### src/rtl/receptor_serie_pkg.sv
// Shared definitions for the serial receiver: FSM state encoding and bit-order codes.
package receptor_serie_pkg;
  typedef enum logic [2:0] {
    ESPERA   = 3'd0,
    DATOS    = 3'd1,
    PAR      = 3'd2,
    PARADA   = 3'd3,
    RECUPERA = 3'd4
  } estado_t;

  localparam logic DIR_IZQ = 1'b0;  // MSB first, shift left
  localparam logic DIR_DER = 1'b1;  // LSB first, shift right
endpackage

### src/rtl/receptor_serie_if.sv
// Serial line in, assembled word and status out. The transmitter/bench side is master.
interface receptor_serie_if #(parameter int ANCHO = 4);
  logic             enb;
  logic             dir;
  logic             s_in;
  logic [ANCHO-1:0] q;
  logic             valido;
  logic             err_par;
  logic             err_trama;
  logic             ocupado;

  modport master (output enb, dir, s_in,
                  input  q, valido, err_par, err_trama, ocupado);
  modport slave  (input  enb, dir, s_in,
                  output q, valido, err_par, err_trama, ocupado);
endinterface

### src/rtl/receptor_serie_desplazador_entrada.sv
// ANCHO-bit input shift register; direction picks which end the new bit enters.
module desplazador_entrada
  import receptor_serie_pkg::*;
#(
  parameter int ANCHO = 4
) (
  input  logic             clk,
  input  logic             rst_n,
  input  logic             enb,
  input  logic             dir,
  input  logic             d,
  output logic [ANCHO-1:0] sh
);
  always_ff @(posedge clk) begin
    if (!rst_n)
      sh <= '0;
    else if (enb)
      sh <= (dir == DIR_DER) ? {d, sh[ANCHO-1:1]} : {sh[ANCHO-2:0], d};
  end
endmodule

### src/rtl/receptor_serie.sv
// Serial-to-parallel receiver: start, ANCHO data bits, optional even parity, stop.
// enb is the bit strobe; status pulses last exactly one clk.
module receptor_serie
  import receptor_serie_pkg::*;
#(
  parameter int ANCHO   = 4,
  parameter bit PARIDAD = 1'b0
) (
  input  logic            clk,
  input  logic            rst_n,
  receptor_serie_if.slave bus
);
  localparam int            CW  = $clog2(ANCHO);
  localparam logic [CW-1:0] ULT = CW'(ANCHO - 1);

  estado_t          est;
  logic [CW-1:0]    cnt;
  logic             dir_l;
  logic             p;
  logic [ANCHO-1:0] sh;
  logic [ANCHO-1:0] q_r;
  logic             valido_r, err_par_r, err_trama_r;
  logic             desplaza;

  // Only data bits enter the shift register; dir is the value latched at the start bit.
  assign desplaza = bus.enb && (est == DATOS);

  desplazador_entrada #(.ANCHO(ANCHO)) u_desp (
    .clk   (clk),
    .rst_n (rst_n),
    .enb   (desplaza),
    .dir   (dir_l),
    .d     (bus.s_in),
    .sh    (sh)
  );

  always_ff @(posedge clk) begin
    if (!rst_n) begin
      est         <= ESPERA;
      cnt         <= '0;
      dir_l       <= DIR_IZQ;
      p           <= 1'b0;
      q_r         <= '0;
      valido_r    <= 1'b0;
      err_par_r   <= 1'b0;
      err_trama_r <= 1'b0;
    end else begin
      // Pulses drop on every edge, strobe or not.
      valido_r    <= 1'b0;
      err_par_r   <= 1'b0;
      err_trama_r <= 1'b0;
      if (bus.enb) begin
        case (est)
          ESPERA: if (!bus.s_in) begin
            est   <= DATOS;
            dir_l <= bus.dir;
            cnt   <= '0;
          end
          DATOS: begin
            cnt <= cnt + 1'b1;
            if (cnt == ULT) est <= PARIDAD ? PAR : PARADA;
          end
          PAR: begin
            p   <= bus.s_in;
            est <= PARADA;
          end
          PARADA: if (bus.s_in) begin
            q_r       <= sh;
            valido_r  <= 1'b1;
            err_par_r <= PARIDAD && ((^sh) ^ p);
            est       <= ESPERA;
          end else begin
            err_trama_r <= 1'b1;
            est         <= RECUPERA;
          end
          // A line stuck low after a bad stop must go idle before a new start counts.
          RECUPERA: if (bus.s_in) est <= ESPERA;
          default:  est <= ESPERA;
        endcase
      end
    end
  end

  assign bus.q         = q_r;
  assign bus.valido    = valido_r;
  assign bus.err_par   = err_par_r;
  assign bus.err_trama = err_trama_r;
  assign bus.ocupado   = (est != ESPERA);
endmodule

### src/flat_wrapper.sv
// flat-port wrapper written by rule: the top's interface ports become plain ports
module receptor_serie_flat import receptor_serie_pkg::*;
#(
  parameter int ANCHO   = 4,
  parameter bit PARIDAD = 1'b0
)
  (clk, rst_n, bus_enb, bus_dir, bus_s_in, bus_q, bus_valido, bus_err_par, bus_err_trama, bus_ocupado);
  receptor_serie_if #(.ANCHO(ANCHO)) bus_i ();
  input  logic clk;
  input  logic rst_n;
  input wire logic [$bits(bus_i.enb)-1:0] bus_enb;
  input wire logic [$bits(bus_i.dir)-1:0] bus_dir;
  input wire logic [$bits(bus_i.s_in)-1:0] bus_s_in;
  output wire logic [$bits(bus_i.q)-1:0] bus_q;
  output wire logic [$bits(bus_i.valido)-1:0] bus_valido;
  output wire logic [$bits(bus_i.err_par)-1:0] bus_err_par;
  output wire logic [$bits(bus_i.err_trama)-1:0] bus_err_trama;
  output wire logic [$bits(bus_i.ocupado)-1:0] bus_ocupado;
  assign bus_i.enb = bus_enb;
  assign bus_i.dir = bus_dir;
  assign bus_i.s_in = bus_s_in;
  assign bus_q = bus_i.q;
  assign bus_valido = bus_i.valido;
  assign bus_err_par = bus_i.err_par;
  assign bus_err_trama = bus_i.err_trama;
  assign bus_ocupado = bus_i.ocupado;
  receptor_serie #(.ANCHO(ANCHO), .PARIDAD(PARIDAD)) u_core (.clk(clk), .rst_n(rst_n), .bus(bus_i));
endmodule
### config.mk
export PLATFORM = sky130hd
export DESIGN_NAME = receptor_serie_flat
export DESIGN_NICKNAME = d
export VERILOG_FILES = /design/src/rtl/receptor_serie_pkg.sv /design/src/rtl/receptor_serie_if.sv /design/src/rtl/receptor_serie_desplazador_entrada.sv /design/src/rtl/receptor_serie.sv /design/src/flat_wrapper.sv
export SDC_FILE = /design/constraint.sdc
export NUM_CORES = 1
export LEC_CHECK = 0
export CAP_MARGIN = 0
export CELL_PAD_IN_SITES_DETAIL_PLACEMENT = 2
export CELL_PAD_IN_SITES_GLOBAL_PLACEMENT = 2
export CORE_MARGIN = 5
export CORE_UTILIZATION = 30
export DETAILED_ROUTE_END_ITERATION = 8
export PLACE_DENSITY = 0.74
export SYNTH_ARGS = -nofsm -noshare
export SYNTH_HDL_FRONTEND = slang
export SYNTH_SLANG_ARGS = --single-unit
### constraint.sdc
create_clock -name clk -period 2.6 [get_ports clk]
set_input_delay 0.26 -clock clk [delete_from_list [all_inputs] [get_ports clk]]
set_output_delay 0.26 -clock clk [all_outputs]
set_load 0.01 [all_outputs]
; Word-level counts from Yosys, hierarchy flattened
; Cells that the tools add are included.
; W data, S select, Z words.
[word_totals]
out_inout_bits = 8
inputBits = 5
elab_cells = 36
regBits = 16
[op_classes]
reduce_logical = 9
eq_ne = 8
n_addsub = 1
mux = 10
n_bitwise = 1
[ops]
columns = operator, count
row1 = $pmux W3 S5, 1
row2 = $mux W3, 4
row3 = $reduce_and A3 Y1, 4
row4 = $eq A3 B2 Y1 const B, 2
row5 = $ne A2 B2 Y1 const B, 3
row6 = $mux W4, 1
row7 = $pmux W2 S2, 1
row8 = $reduce_and A4 Y1, 1
row9 = $eq A3 B1 Y1 const B, 1
row10 = $eq A3 B3 Y1 const B, 1
row11 = $logic_not A3 Y1, 1
row12 = $reduce_bool A3 Y1, 1
row13 = $add A2 B1 Y2 const B, 1
row14 = $eq A2 B2 Y1 const B, 1
row15 = $mux W1, 2
row16 = $mux W2, 1
row17 = $reduce_bool A2 Y1, 1
row18 = $logic_and A1 B1 Y1, 1
row19 = $not A1 Y1, 1

; Longest topological paths before layout
; Gate-level depths: netlist (run 1).
[logic_depth]
depth_word = 3
depth_mapped = 5
mapped_depth_nobuf = 3

; Cells and area by module
; From an unflattened synthesis (run 1), not the netlist that was laid out.
[hier_totals]
cells_unflattened = 76
hier_area_um2 = 708.2
[by_module_without_submodules]
columns = module, instances, area_each_um2, cells_each, seq_area_each_um2
row1 = receptor_serie, 1, 543.0, 59, 240.2
row2 = desplazador_entrada, 1, 165.2, 17, 80.1

; Least setup slack after synthesis (run 1)
; Ideal clock, no wire load.
[synth_path]
kind = reg-to-reg
start = register u_core.est[1]
end = register u_core.u_desp.sh[1]
stages_incl_launch_ff = 6
t_arrival_ps = 1015
path_buffers = 2
setup_slack_ps = 1500
period_less_slack_ps = 1100
setup_time_ps = 86
t_required_ps = 2514
cell_sequence = dfxtp_1 -> buf_6 -> and4bb_1 -> buf_6 -> nor2_1 -> a211oi_1
[synth_via]
elab_chain_len = 2
[synth_rtl]
columns = element, line
row1 = start: declaration, receptor_serie.sv:16  ; estado_t est;
row2 = start signal: assignment, receptor_serie.sv:61  ; if (cnt == ULT) est <= PARIDAD ? PAR : PARADA;
row3 = $eq A3 B1 Y1, receptor_serie.sv:26  ; assign desplaza = bus.enb && (est == DATOS);
row4 = $logic_and A1 B1 Y1, receptor_serie.sv:26
row5 = end signal: assignment, receptor_serie_desplazador_entrada.sv:18  ; sh <= (dir == DIR_DER) ? {d, sh[ANCHO-1:1]} : {sh[ANCHO-2:0], d};
row6 = end: declaration, receptor_serie_desplazador_entrada.sv:12  ; output logic [ANCHO-1:0] sh
; Every way passes these cells.
; A chain may end at the register's enable or synchronous reset.

; Final worst setup path (run 1)
[layout_path]
start = register u_core.est[0]
end = output bus_ocupado
[layout_via]
elab_chain_len = 1
[layout_rtl]
columns = element, line
row1 = $reduce_bool A3 Y1, receptor_serie.sv:88  ; assign bus.ocupado = (est != ESPERA);
row2 = end: declaration, flat_wrapper.sv:18  ; output wire logic [$bits(bus_i.ocupado)-1:0] bus_ocupado;
; Every way passes these cells.

==> impl_metrics.ini, run 1 <==
[sta]
worst_pin_slew_ns = 0.5312
fin_tns_setup_ns = 0
setup_slack_ns = 0.8137
fin_skew_ns = 0.001434
fin_crit_ns = 1.786
rsz0062_at_grt = no
clock.fmax_mhz = 559.8
timing.hold.ws_ns = 0.4679
slew_violations = 0
finalCritPeriodShare = 0.6870
setup_viol = 0
finalHoldViolCount = 0
slew_headroom = 0.6447

[setup_path]
critPathBufInv = 1
rr_endpoint = u_core.u_desp.sh[2]
startpoint_type = flop
rr_startpoint = u_core.est[0]
r2r_slack_ns = 1.27
reg2regPathDepth = 3
cp_slowest_cell = clkdlybuf4s50_1
worstSetupPathDepth = 2
slowest_delay_ns = 0.48
cp.arrival_ns = 1.53
crit_chain = or3_1 > clkdlybuf4s50_1
cp.required_ns = 2.34
critPathKind = reg2out
crit_family = buffers and inverters
cp-end-kind = output port
path_max_fanout = 8

[logic_synthesis]
netlist_area_um2 = 723.2
yosys.cell_types.count = 23
synth.area.top_cells = dfxtp_1 (44%), mux2i_1 (12%), nand2_1 (6.7%)
synth_top_area_frac = 0.4429
synth_fp_nets = 87
synth-seq-cells = 16
syn_area_per_cell_um2 = 8.928
synthCells = 81
ys_seq_area_frac = 0.4429
synth_top_cell_by_area = dfxtp_1
yosys_warnings = 0

[die]
ios = 13
die_y_um = 59.10
core_region_area_mm2 = 0.002255
dieWidth_um = 59.10
dieArea_mm2 = 0.003493
initial_core_util = 0.3208
core.rowCount = 17

[global_route]
grt_max_degree = 17
grt_usage = 0.1072
grt_pass1_wl_um = 2808
grt_pass1_vias = 601
overflow = 0
antenna_found_initial = 0

[pwr]
clkPwrFrac = 0.357
finalPower_mw = 0.4649
p_sw_frac = 0.2392
power_density_mw_per_mm2 = 539.2
leakagePower_nw = 0.2971
peakVddDrop_mv = 0.3117
comb_power_share = 0.087
seq_power_share = 0.556
power_switching_mw = 0.1112
internal_power_mw = 0.3537

[clock_tree]
cts_resized = 0
ctsHoldBuffers = 0
cts_tree = yes
clock_latency_ns = 0.28
cts_buffers = 3
cts-root-buf = clkbuf_4
clk_pin_slew_worst_paths_ns = 0.10
clk_path_buf_depth = 2
clkSinkCount = 16
htree_levels = 1
post_cts_buffers = 0

[routing]
viasPerCell = 4.941
drcViolationCount = 0
vias = 583
initialDrtViolationCount = 4
ant_nets = 0
wirelength_um = 1683
dr.pass1.iters = 3
wl_per_cell_um = 14.26

[hold_path]
holdPathEnd = u_core.bus.q[0]
hold_class = reg2reg
worstHoldStart = u_core.bus.q[0]
worstHoldPathCells = 2

[cells_and_area]
finalNetCount = 97
antenna_cells = 0
syn_to_final_growth_pct = 19.20
drive_above_1_share = 0.05556

[placed_design]
port-buffer-count = 11
gp_congestion = 0.7350
dp_hpwl_um = 1265
pre_cts_slack_ns = 0.7912

[run_status]
status = finished, final reports clean

[job]
drv_cap = 0
-- registers in the layout, indices dropped and copies added, names as in the netlist --
register and flops:
u_core.bus.err_trama 1, u_core.bus.q 4, u_core.dir_l 1, u_core.cnt 2, u_core.bus.valido 1, u_core.u_desp.sh 4, u_core.est 3
-- per-layer routing --
layer  up-vias  global-route usage  part of all wire
li1        292                   -                 -
met1       279              0.1440              0.51
met2        10              0.1609              0.44
met3         2             0.04575             0.046
met4         0             0.01942            0.0083
met5         -                   0                 0
-- kinds of logic (layout without fill, tap and decap cells) --
| family | count (synthesis) | after routing | share of synthesized area |
|---|---|---|---|
| other cells | 1 | 1 | 0.005185 |
| compound gates | 15 | 15 | 0.1246 |
| flops | 16 | 16 | 0.4429 |
| fa+ha+maj | 1 | 1 | 0.01730 |
| simple gates | 29 | 29 | 0.2059 |
| buf+inv | 10 | 19 | 0.07958 |
| mux | 9 | 9 | 0.1246 |
-- cell usage after synthesis --
cell type  number
nor3_1          1
conb_1          1
a21oi_1         3
mux2i_1         9
clkbuf_1        2
nor3_4          1
dfxtp_1        16
or3_1           2
buf_4           1
buf_2           1
nand2b_1        1
nor4_1          2
and4bb_1        1
nand2_1        13
nand3_1         1
nor2_1          6
buf_6           2
a211oi_1        5
inv_1           4
nand3b_1        1
ha_1            1
o21ai_0         6
a22oi_1         1
-- worst reg2reg max path: stages (launching register included) --
cell      delay, ns
dfxtp_1        0.46
and4bb_1       0.50
nor2_1         0.09
a211oi_1       0.21
-- cell type report --
cell class	instances	area [µm²]
clock buffer	4	36.28
tap	28	35.03
timing repair buffer	11	110.1
sequential	16	320.3
inverter	4	15.01
multi-input combinational	55	345.3
fill	272	1393
-- power groups by stage --
stage	Combinational [mW]	Clock [mW]	Sequential [mW]
finish	0.0405	0.166	0.258
global route	0.0459	0.182	0.260
CTS	0.0417	0.174	0.259
detailed placement	0.0413	0	0.265
global placement	0.0396	0	0.264
floorplan	0.0296	0	0.261
-- stage by stage --
stage,instances,instance area [µm²],util
6_report,118,862.1,0.3824
5_1_grt,118,862.1,0.3824
4_1_cts,118,862.1,0.3824
3_5_place_dp,114,825.8,0.3663
3_3_place_gp,114,825.8,0.3663
2_1_floorplan,81,723.2,-
-- how the worst max path moves through the flow --
stage | end | start
after floorplan | u_core.u_desp.sh[1] | u_core.est[1]
after global placement | u_core.bus.valido | rst_n
after detailed placement | u_core.bus.valido | rst_n
after CTS | bus_ocupado | u_core.est[0]
after global routing | bus_ocupado | u_core.est[0]
final | bus_ocupado | u_core.est[0]
-- placed cells by master, fill, tap and decap left out, drive strengths merged --
cell           instances
nand3                  1
nor2                   6
nand3b                 1
ha                     1
nor4                   2
nand2b                 1
or3                    2
a22oi                  1
o21ai                  6
clkdlybuf4s50         11
a21oi                  3
nand2                 13
a211oi                 5
and4bb                 1
dfxtp                 16
conb                   1
inv                    4
nor3                   2
mux2i                  9
clkbuf                 4
(Power assumes the default switching activity.)
==> run 2, diff against run 1 <==
--- a/config.mk
+++ b/config.mk
@@ -9,9 +9,9 @@
 export CELL_PAD_IN_SITES_DETAIL_PLACEMENT = 2
 export CELL_PAD_IN_SITES_GLOBAL_PLACEMENT = 2
 export CORE_MARGIN = 5
-export CORE_UTILIZATION = 30
+export CORE_UTILIZATION = 27
 export DETAILED_ROUTE_END_ITERATION = 8
-export PLACE_DENSITY = 0.74
+export PLACE_DENSITY = 0.7
 export SYNTH_ARGS = -nofsm -noshare
 export SYNTH_HDL_FRONTEND = slang
 export SYNTH_SLANG_ARGS = --single-unit
==> constraint.sdc (replaced) <==
create_clock -name clk -period 1.6 [get_ports clk]
set_input_delay 0.16 -clock clk [delete_from_list [all_inputs] [get_ports clk]]
set_output_delay 0.16 -clock clk [all_outputs]
set_load 0.01 [all_outputs]
==> run 2 against run 1 <==
Via count rose by 5.3%. Routed wire length rose by 2.1%. Worst hold slack got worse by 0.044 ns. Flip-flop and latch count did not move. Clock skew barely moved. Clock-buffer cell count did not move. Cell area rose by 3.0%. Clock power rose by 65%. Power rose by 64%. Register-to-register slack got worse by 0.95 ns.
==> impl_metrics.ini, run 2 (synthesis results as in run 1) <==
[run_status]
status = finished, final reports clean

[sta]
fin_skew_ns = 0.001698
clock.fmax_mhz = 684.5
rsz0062_at_grt = no
setup_viol = 0
setup_slack_ns = 0.1392
timing.hold.ws_ns = 0.4237
fin_crit_ns = 1.461
slew_violations = 0
finalCritPeriodShare = 0.9130
fin_tns_setup_ns = 0
finalHoldViolCount = 0

[global_route]
antenna_found_initial = 0
overflow = 0
grt_pass1_wl_um = 3008
grt_pass1_vias = 665
grt_max_degree = 12
grt_usage = 0.1072

[cells_and_area]
final_cell_mix = dfxtp_1 (14), nand2_1 (13), clkdlybuf4s50_1 (10)
syn_to_final_growth_pct = 22.84
fin_area_um2 = 888.4
finalNetCount = 100
fillers = 303
antenna_cells = 0
fin_cells = 123
mostFrequentLayoutCell = dfxtp_1
drive_above_1_share = 0.1075
final_core_util = 0.3522

[die]
die_y_um = 61.76
core_region_area_mm2 = 0.002522
dieWidth_um = 61.76
initial_core_util = 0.2867
dieArea_mm2 = 0.003814
ios = 13
core.rowCount = 18

[routing]
wirelength_um = 1719
initialDrtViolationCount = 5
vias = 614
wl_per_cell_um = 13.98
drcViolationCount = 0
dr.pass1.iters = 2
viasPerCell = 4.992
ant_nets = 0

[placed_design]
pre_cts_slack_ns = 0.03294
dp_cells = 119
place_area_um2 = 850.8
port-buffer-count = 11
gp_congestion = 0.7280
dp_hpwl_um = 1286

[pwr]
finalPower_mw = 0.7642
seq_power_share = 0.550
p_sw_frac = 0.2427
comb_power_share = 0.091
clkPwrFrac = 0.359
power_switching_mw = 0.1855
power_density_mw_per_mm2 = 860.3
peakVddDrop_mv = 0.3122
leakagePower_nw = 0.3158
internal_power_mw = 0.5787

[job]
drv_cap = 0

[setup_path]
cp.arrival_ns = 1.30
critPathKind = reg2out
cp-end-kind = output port
startpoint_type = flop
reg2regPathDepth = 3
path_max_fanout = 8
cp.required_ns = 1.44

[hold_path]
worstHoldPathCells = 3
hold_class = in2reg

[clock_tree]
htree_levels = 1
cts_buffers = 3
clk_pin_slew_worst_paths_ns = 0.10
cts-root-buf = clkbuf_4
clk_path_buf_depth = 2
clock_latency_ns = 0.28
ctsHoldBuffers = 0
cts_tree = yes
clkSinkCount = 16
[run 2: changes by cell type in the layout (fill, tap and decap cells not counted), sizes merged]
cell and change:
buf +3, clkdlybuf4s50 -1, dlygate4sd2 +1
[run 2: repair_timing]
action	CTS	global route
endpoints found under the setup margin	1	0
setup buffers	0	0
gates resized for setup	3	0
[run 2: final cells by class]
type	count	area, µm²	share of cell area
Timing Repair Buffer	14	131.4	0.1479
Inverter	4	15.01	0.01690
Multi-Input combinational cell	55	345.3	0.3887
Sequential cell	16	322.8	0.3634
Clock buffer	4	36.28	0.04085
Tap cell	30	37.54	0.04225
[run 2: path summary, 6_finish.rpt]
path / slack (ns) / end / startpoint
min: 0.42 / u_core.dir_l / bus_dir
min reg2reg: 0.47 / u_core.bus.q[3] / u_core.bus.q[3]
max: 0.14 / bus_ocupado / u_core.est[0]
max reg2reg: 0.32 / u_core.u_desp.sh[3] / u_core.est[2]
[run 2: critical path, stage by stage, from the launching register on]
cell           delay (ns)
dfxtp_2              0.37
or3_1                0.36
dlygate4sd2_1        0.29
[run 2: metal layers]
| metal | global-route usage | wire length, µm | share of wire | vias up |
|---|---|---|---|---|
| met1 | 0.1366 | 785 | 0.46 | 307 |
| met4 | 0.06970 | 22 | 0.013 | 0 |
| met5 | 0 | 0 | 0 | - |
| met3 | 0.01860 | 54 | 0.031 | 2 |
| met2 | 0.1659 | 856 | 0.50 | 5 |
| li1 | - | - | - | 300 |
[run 2: power groups by stage]
stage	clock [mW]	combinational (mW)	sequential, mW
2_1_floorplan	0	0.0482	0.424
3_3_place_gp	0	0.0688	0.428
3_5_place_dp	0	0.0717	0.429
6_report	0.274	0.0696	0.420
5_1_grt	0.309	0.0788	0.423
4_1_cts	0.293	0.0714	0.421
